$ cat config.mk
export PLATFORM = sky130hd
export DESIGN_NAME = uart_rx
export DESIGN_NICKNAME = d
export VERILOG_FILES = /design/src/rtl/uart_rx.sv
export SDC_FILE = /design/constraint.sdc
export NUM_CORES = 1
export LEC_CHECK = 0
export CORE_MARGIN = 1
export CORE_UTILIZATION = 62
export CTS_BUF_LIST = sky130_fd_sc_hd__clkbuf_4
export DETAILED_ROUTE_END_ITERATION = 16
export GPL_TIMING_DRIVEN = 0
export MAX_ROUTING_LAYER = met4
export PLACE_DENSITY = 0.88
export SLEW_MARGIN = 20
export SYNTH_ARGS = -nofsm -noshare
export SYNTH_HDL_FRONTEND = slang
export SYNTH_SLANG_ARGS = --single-unit
$ cat constraint.sdc
create_clock -name clk -period 4.6 [get_ports clk]
set_input_delay 0.46 -clock clk [delete_from_list [all_inputs] [get_ports clk]]
set_output_delay 0.46 -clock clk [all_outputs]
set_load 0.02 [all_outputs]
$ cat src/rtl/uart_rx.sv
// UART receiver: 2-flop synchronized input, mid-bit sampling, one-byte holding register.
// Optional even-parity support is compiled in when UART_RX_PARITY_EN is defined.
module uart_rx #(
  parameter int CLKS_PER_BIT = 16
) (
  input  logic       clk,
  input  logic       reset_i,
  input  logic       rx_i,
  output logic [7:0] data_o,
  output logic       valid_o,
  input  logic       ready_i,
  output logic       frame_err_o,
  output logic       overrun_o,
  output logic       parity_err_o
);

  localparam int CW = $clog2(CLKS_PER_BIT);
  localparam logic [CW-1:0] HALF_LOAD = CW'(CLKS_PER_BIT / 2 - 1);
  localparam logic [CW-1:0] FULL_LOAD = CW'(CLKS_PER_BIT - 1);
  localparam logic [CW-1:0] CNT_ONE   = CW'(1);

`ifdef UART_RX_PARITY_EN
  typedef enum logic [2:0] {S_IDLE, S_START, S_DATA, S_PARITY, S_STOP, S_WAIT_IDLE} state_t;
`else
  typedef enum logic [2:0] {S_IDLE, S_START, S_DATA, S_STOP, S_WAIT_IDLE} state_t;
`endif

  state_t          state, state_next;
  logic [CW-1:0]   cnt, cnt_next;
  logic [2:0]      idx, idx_next;
  logic [7:0]      shift, shift_next;
  logic            rx_meta, rx_s;
  logic [1:0]      prime;
  logic            armed;
  logic            byte_done, done_next;
  logic            ferr_next;

  // Both synchronizer flops reset to the idle level so reset never looks like a start bit.
  always_ff @(posedge clk or negedge reset_i) begin
    if (!reset_i) begin
      rx_meta <= 1'b1;
      rx_s    <= 1'b1;
    end else begin
      // NOTE: non-blocking assignments keep every flop sampling pre-edge values.
      rx_meta <= rx_i;
      rx_s    <= rx_meta;
    end
  end

  // rx_s only reflects the real line two edges after reset; a start is accepted
  // only once the line has been seen high, so a low line at release is ignored.
  always_ff @(posedge clk or negedge reset_i) begin
    if (!reset_i) begin
      prime <= 2'b00;
      armed <= 1'b0;
    end else begin
      prime <= {prime[0], 1'b1};
      if (prime[1] && rx_s) armed <= 1'b1;
    end
  end

`ifdef UART_RX_PARITY_EN
  logic parity_bad, pbad_next;
  logic perr_next, parity_err_r;
  assign parity_err_o = parity_err_r;
`else
  assign parity_err_o = 1'b0;
`endif

  always_comb begin
    // NOTE: every output of this block gets a default first so no latch is inferred.
    state_next = state;
    cnt_next   = cnt;
    idx_next   = idx;
    shift_next = shift;
    done_next  = 1'b0;
    ferr_next  = 1'b0;
`ifdef UART_RX_PARITY_EN
    pbad_next  = parity_bad;
    perr_next  = 1'b0;
`endif
    case (state)
      S_IDLE: begin
        if (armed && !rx_s) begin
          state_next = S_START;
          cnt_next   = HALF_LOAD;
        end
      end
      S_START: begin
        if (cnt == '0) begin
          if (rx_s) begin
            state_next = S_IDLE;
          end else begin
            state_next = S_DATA;
            cnt_next   = FULL_LOAD;
            idx_next   = 3'd0;
`ifdef UART_RX_PARITY_EN
            pbad_next  = 1'b0;
`endif
          end
        end else begin
          cnt_next = cnt - CNT_ONE;
        end
      end
      S_DATA: begin
        if (cnt == '0) begin
          shift_next = {rx_s, shift[7:1]};
          cnt_next   = FULL_LOAD;
          idx_next   = idx + 3'd1;
          if (idx == 3'd7) begin
`ifdef UART_RX_PARITY_EN
            state_next = S_PARITY;
`else
            state_next = S_STOP;
`endif
          end
        end else begin
          cnt_next = cnt - CNT_ONE;
        end
      end
`ifdef UART_RX_PARITY_EN
      S_PARITY: begin
        if (cnt == '0) begin
          if (rx_s != ^shift) begin
            perr_next = 1'b1;
            pbad_next = 1'b1;
          end
          cnt_next   = FULL_LOAD;
          state_next = S_STOP;
        end else begin
          cnt_next = cnt - CNT_ONE;
        end
      end
`endif
      S_STOP: begin
        if (cnt == '0) begin
          if (rx_s) begin
            state_next = S_IDLE;
`ifdef UART_RX_PARITY_EN
            done_next  = !parity_bad;
`else
            done_next  = 1'b1;
`endif
          end else begin
            ferr_next  = 1'b1;
            state_next = S_WAIT_IDLE;
          end
        end else begin
          cnt_next = cnt - CNT_ONE;
        end
      end
      S_WAIT_IDLE: begin
        if (rx_s) state_next = S_IDLE;
      end
      default: state_next = S_IDLE;
    endcase
  end

  always_ff @(posedge clk or negedge reset_i) begin
    if (!reset_i) begin
      state       <= S_IDLE;
      cnt         <= '0;
      idx         <= 3'd0;
      shift       <= 8'h00;
      byte_done   <= 1'b0;
      frame_err_o <= 1'b0;
`ifdef UART_RX_PARITY_EN
      parity_bad   <= 1'b0;
      parity_err_r <= 1'b0;
`endif
    end else begin
      state       <= state_next;
      cnt         <= cnt_next;
      idx         <= idx_next;
      shift       <= shift_next;
      byte_done   <= done_next;
      frame_err_o <= ferr_next;
`ifdef UART_RX_PARITY_EN
      parity_bad   <= pbad_next;
      parity_err_r <= perr_next;
`endif
    end
  end

  // Holding register: a completed byte loads when empty or drained on the same edge.
  always_ff @(posedge clk or negedge reset_i) begin
    if (!reset_i) begin
      data_o    <= 8'h00;
      valid_o   <= 1'b0;
      overrun_o <= 1'b0;
    end else begin
      overrun_o <= 1'b0;
      if (byte_done) begin
        if (!valid_o || ready_i) begin
          data_o  <= shift;
          valid_o <= 1'b1;
        end else begin
          overrun_o <= 1'b1;
        end
      end else if (valid_o && ready_i) begin
        valid_o <= 1'b0;
      end
    end
  end

endmodule

# Word-level counts from Yosys, hierarchy flattened
# Cells that the tools add are included.
[classes]
reduce_logical = 17
muxes = 30
n_eq_ne = 15
addsub = 2
[op_table]
columns = ["cell", "count"]
rows = [
  ["3-bit 2-to-1 mux", 10],
  ["4-bit 2-to-1 mux", 5],
  ["2-bit != test, second input constant", 8],
  ["4-bit one-hot mux with 4 select lines", 1],
  ["3-bit one-hot mux with 5 select lines", 1],
  ["1-bit 2-to-1 mux", 11],
  ["4-bit AND reduction", 2],
  ["3-bit by 2-bit equality test with 1-bit output, second input constant", 2],
  ["3-bit equality test, second input constant", 2],
  ["3-bit one-hot mux with 2 select lines", 1],
  ["2-bit AND reduction", 3],
  ["6-bit AND reduction", 1],
  ["4-bit zero test", 1],
  ["2-bit nonzero test", 2],
  ["4-bit nonzero test", 1],
  ["4-bit by 1-bit subtractor with 4-bit output, second input constant", 1],
  ["3-bit by 1-bit adder with 3-bit output, second input constant", 1],
  ["3-bit by 1-bit equality test with 1-bit output, second input constant", 1],
  ["1-bit logical AND", 3],
  ["3-bit zero test", 1],
  ["3-bit != test, second input constant", 1],
  ["1-bit zero test", 2],
  ["2-bit 2-to-1 mux", 1],
  ["2-bit by 1-bit != test with 1-bit output, second input constant", 1],
  ["1-bit logical OR", 1],
]
[word_totals]
wordCells = 77
ff_bits = 35

# Longest topological paths before layout
[depth]
depth_word = 4
ltp_mapped = 6
ltp_nobuf = 6

# Least setup slack after synthesis
# Ideal clock, no wire load.
[synth_timing]
kind = "reg-to-reg"
startpoint = "reg cnt[0]"
endpoint = "reg shift[0]"
stages_incl_launch_ff = 7
required_ns = 4.475
arrival_ns = 1.938
n_path_buf = 1
path_slack_ns = 2.536
path_cell_list = "dfrtp_1 > inv_1 > ha_1 > or3b_4 > or4b_4 > buf_6 > mux2_4"
[synth_between]
elab_chain_cells = 2
[synth_rtl]
columns = ["element", "line", "rtl"]
rows = [
  ["start: declaration", "29", "logic [CW-1:0] cnt, cnt_next;"],
  ["start signal: assignment", "173", "cnt <= cnt_next;"],
  ["4-bit zero test", "106", "if (cnt == '0) begin"],
  ["2-bit AND reduction (no source line)", "--", ""],
  ["end signal: assignment", "175", "shift <= shift_next;"],
  ["end: declaration", "31", "logic [7:0] shift, shift_next;"],
]
# Every way passes these cells.
# A chain may end at the register's enable or synchronous reset.

# Worst setup path after layout
[layout_timing]
startpoint = "reg cnt[0]"
endpoint = "reg shift[5]"
# Same word-level chain as after synthesis.

==> metrics <==
Slew HR 0.4724; hold slack 0.1760 ns; CP startpoint cnt[0]$_DFFE_PN0P_; final hold violation count 0; Reg-to-Reg Start cnt[0]$_DFFE_PN0P_; H-tree levels 2; # setup viols final 0; leakage power 0.0008621 uW; Iteration-0 DRC Markers 26; Filler Cells Inserted 145; Worst R2R Setup Slack 2.39 ns; vias in the first global route 969; Clock transition at path regs 0.10 ns; drt first pass iters 7; RSZ-0062 raised after global routing no; top-area cell type share of the netlist area 0.5441; post-route DRC violation count 0; routability-driven placement congestion ratio 0.7647; setup TNS 0 ns; largest net degree at the start of global routing 36; CP Launch Type flip-flop; minimum clock period 2.207 ns; pwr dens 433.8 mW/mm2; Synth cell types 34; CTS Buf Count 5; dpl cells 163; VDD IR-drop max 0.4064 mV; clk sinks 35; Final Skew 0.008858 ns; Power, Total 765.3 uW; ANT cells 0; first-pass GRT wire length 4.540 mm; min-delay worst type input port to asynchronous set/reset pin; via count 994; share of cells above drive strength 1 0.2098; synth warn 0; worst reg2reg path endpoint shift[5]$_DFFE_PN0P_; Die H 51.48 um; initial antenna violation count 0; hpwl dp 1.844 mm; Avg WL per Cell 15.87 um; Slowest Stage Delay on Critical Path 0.50 ns; register area share after synthesis 0.5787; Root Buffer clkbuf_4; Worst-Margin Slew 0.7896 ns; placed inst area 0.001688 mm2; CP Class flip-flop to flip-flop; Post-Route WL 2.714 mm; Final nets 150; crit share post-route 0.4797; crit path capture type flip-flop; most frequent cell after synthesis dfrtp_1; Synth area leader dfrtp_1; area of the multi-input gates 586.8 um2; Core Rows 17; Initial Utilization 0.6731; Post-synth ARST share 1.000; die width 51.48 um; Final Max Tran Viols 0; Max FO, Critical Path 8; IO buf count 14; Syn-to-layout area delta 16.24%; # hold bufs at CTS 0; Setup Fix Bufs, Post-CTS 0; CP Cell Sequence inv_1, ha_1, or3b_4, or4b_4, buf_6, mux2_4; Synth Flop Type dfrtp_1; mapped cell area 0.001518 mm2; clk buf depth 2; largest cells by area after synthesis dfrtp_1, mux2_4, mux2_2, dfstp_2, ha_1; Post-DRT Antenna Nets 0; Resized cells post-CTS 0; EDFF count, synth 0; via/cell ratio 5.813; r2r worst-path depth 6; register area 878.3 um2; maxcap violations 0; CTS tree yes; synthesized area per cell 12.54 um2; run status complete, no violations; Gate Count Post-Synth 121; total grt overflow 0; WP data arrival 2.43 ns; Worst EP required 4.82 ns; Post-synth top cells dfrtp_1, nand2_1, mux2_2, mux2_4, nor2_1; Post-Syn Nets 129; IO Pins 16; Total GRT Usage 0.2553; Fmax 453.1 MHz; Finished Cell Area 0.001764 mm2; Synth Register Bits 35; Die ar. 0.002650 mm2; Finished Layout Cells 171; clk_lat worst skew 0.33 ns; CP Capture Point shift[5]$_DFFE_PN0P_; Critical-path top delay cell or4b_4; Core Area 0.002255 mm2
==> cells in the final DEF, fill, tap and decap left out, drive strengths merged, types with 3 or more instances in the layout <==
cell | synthesis | routed
nand2 | 12 | 12
inv | 5 | 5
o22ai | 3 | 3
clkbuf | 4 | 9
ha | 4 | 4
nor2 | 8 | 8
mux2 | 16 | 16
a21oi | 5 | 5
buf | 2 | 3
dfrtp | 33 | 33
clkdlybuf4s50 | 0 | 13
==> worst min path at each step <==
stage	from	to	slack [ns]	depth (start not counted)
after detailed placement	prime[0]$_DFF_PN0_	prime[1]$_DFF_PN0_	0.34	0
after global routing	reset_i	shift[0]$_DFFE_PN0P_	0.25	1
after floorplan	reset_i	armed$_DFFE_PN0P_	0.16	0
final	reset_i	shift[0]$_DFFE_PN0P_	0.18	1
after CTS	reset_i	shift[0]$_DFFE_PN0P_	0.19	1
after global placement	prime[0]$_DFF_PN0_	prime[1]$_DFF_PN0_	0.33	0
==> report_power, final <==
part / switching, uW / internal, uW / total [uW]
clock network: 97.4 / 112 / 209
registers: 35.5 / 343 / 378
logic: 102 / 75.9 / 178
total: 235 / 530 / 765
==> logic make-up after synthesis <==
family | synth area share
AOI/OAI and AO/OA | 0.08575
muxes | 0.1517
DFF | 0.5787
other | 0.004948
and+or+nand+nor | 0.1055
xor gates and xnor gates | 0.005772
buffers and inverters | 0.03462
adders and majority gates | 0.03298
==> stage by stage <==
step | util | setup slack, ns
floorplan | - | 2.536
global placement | 0.7508 | 2.437
detailed placement | 0.7486 | 2.412
CTS | 0.7825 | 2.387
global route | 0.7825 | 2.339
finish | 0.7825 | 2.393
==> sequential cells by signal, indices dropped and copies added, names as in the netlist <==
signal       flops
byte_done        1
valid_o          1
cnt              4
overrun_o        1
armed            1
shift            8
frame_err_o      1
idx              3
rx_meta          1
data_o           8
state            3
prime            2
rx_s             1
==> layer usage <==
| metal | global-route usage | wire length (um) | vias up |
|---|---|---|---|
| li1 | - | - | 463 |
| met1 | 0.3044 | 1096 | 476 |
| met3 | 0.07143 | 156 | 16 |
| met4 | 0.09459 | 68 | 0 |
| met2 | 0.4134 | 1392 | 39 |
| met5 | - | 0 | - |
==> worst max-delay path, delay by kind of cell, from the launching register on <==
kind          cells  cell delay [ns]
mux               1             0.30
fa+ha+maj         1             0.19
simple gates      2             0.92
flops             1             0.40
buf+inv           2             0.30
==> layout make-up <==
class / instances / share of cell area
Buffer: 6 / 0.01915
Clock buffer: 5 / 0.02128
Clock inverter: 3 / 0.02199
Inverter: 5 / 0.01064
Multi-Input combinational cell: 75 / 0.3326
Sequential cell: 35 / 0.4979
Tap cell: 28 / 0.01986
Timing Repair Buffer: 14 / 0.07660
Power figures use the tool's default switching activity.
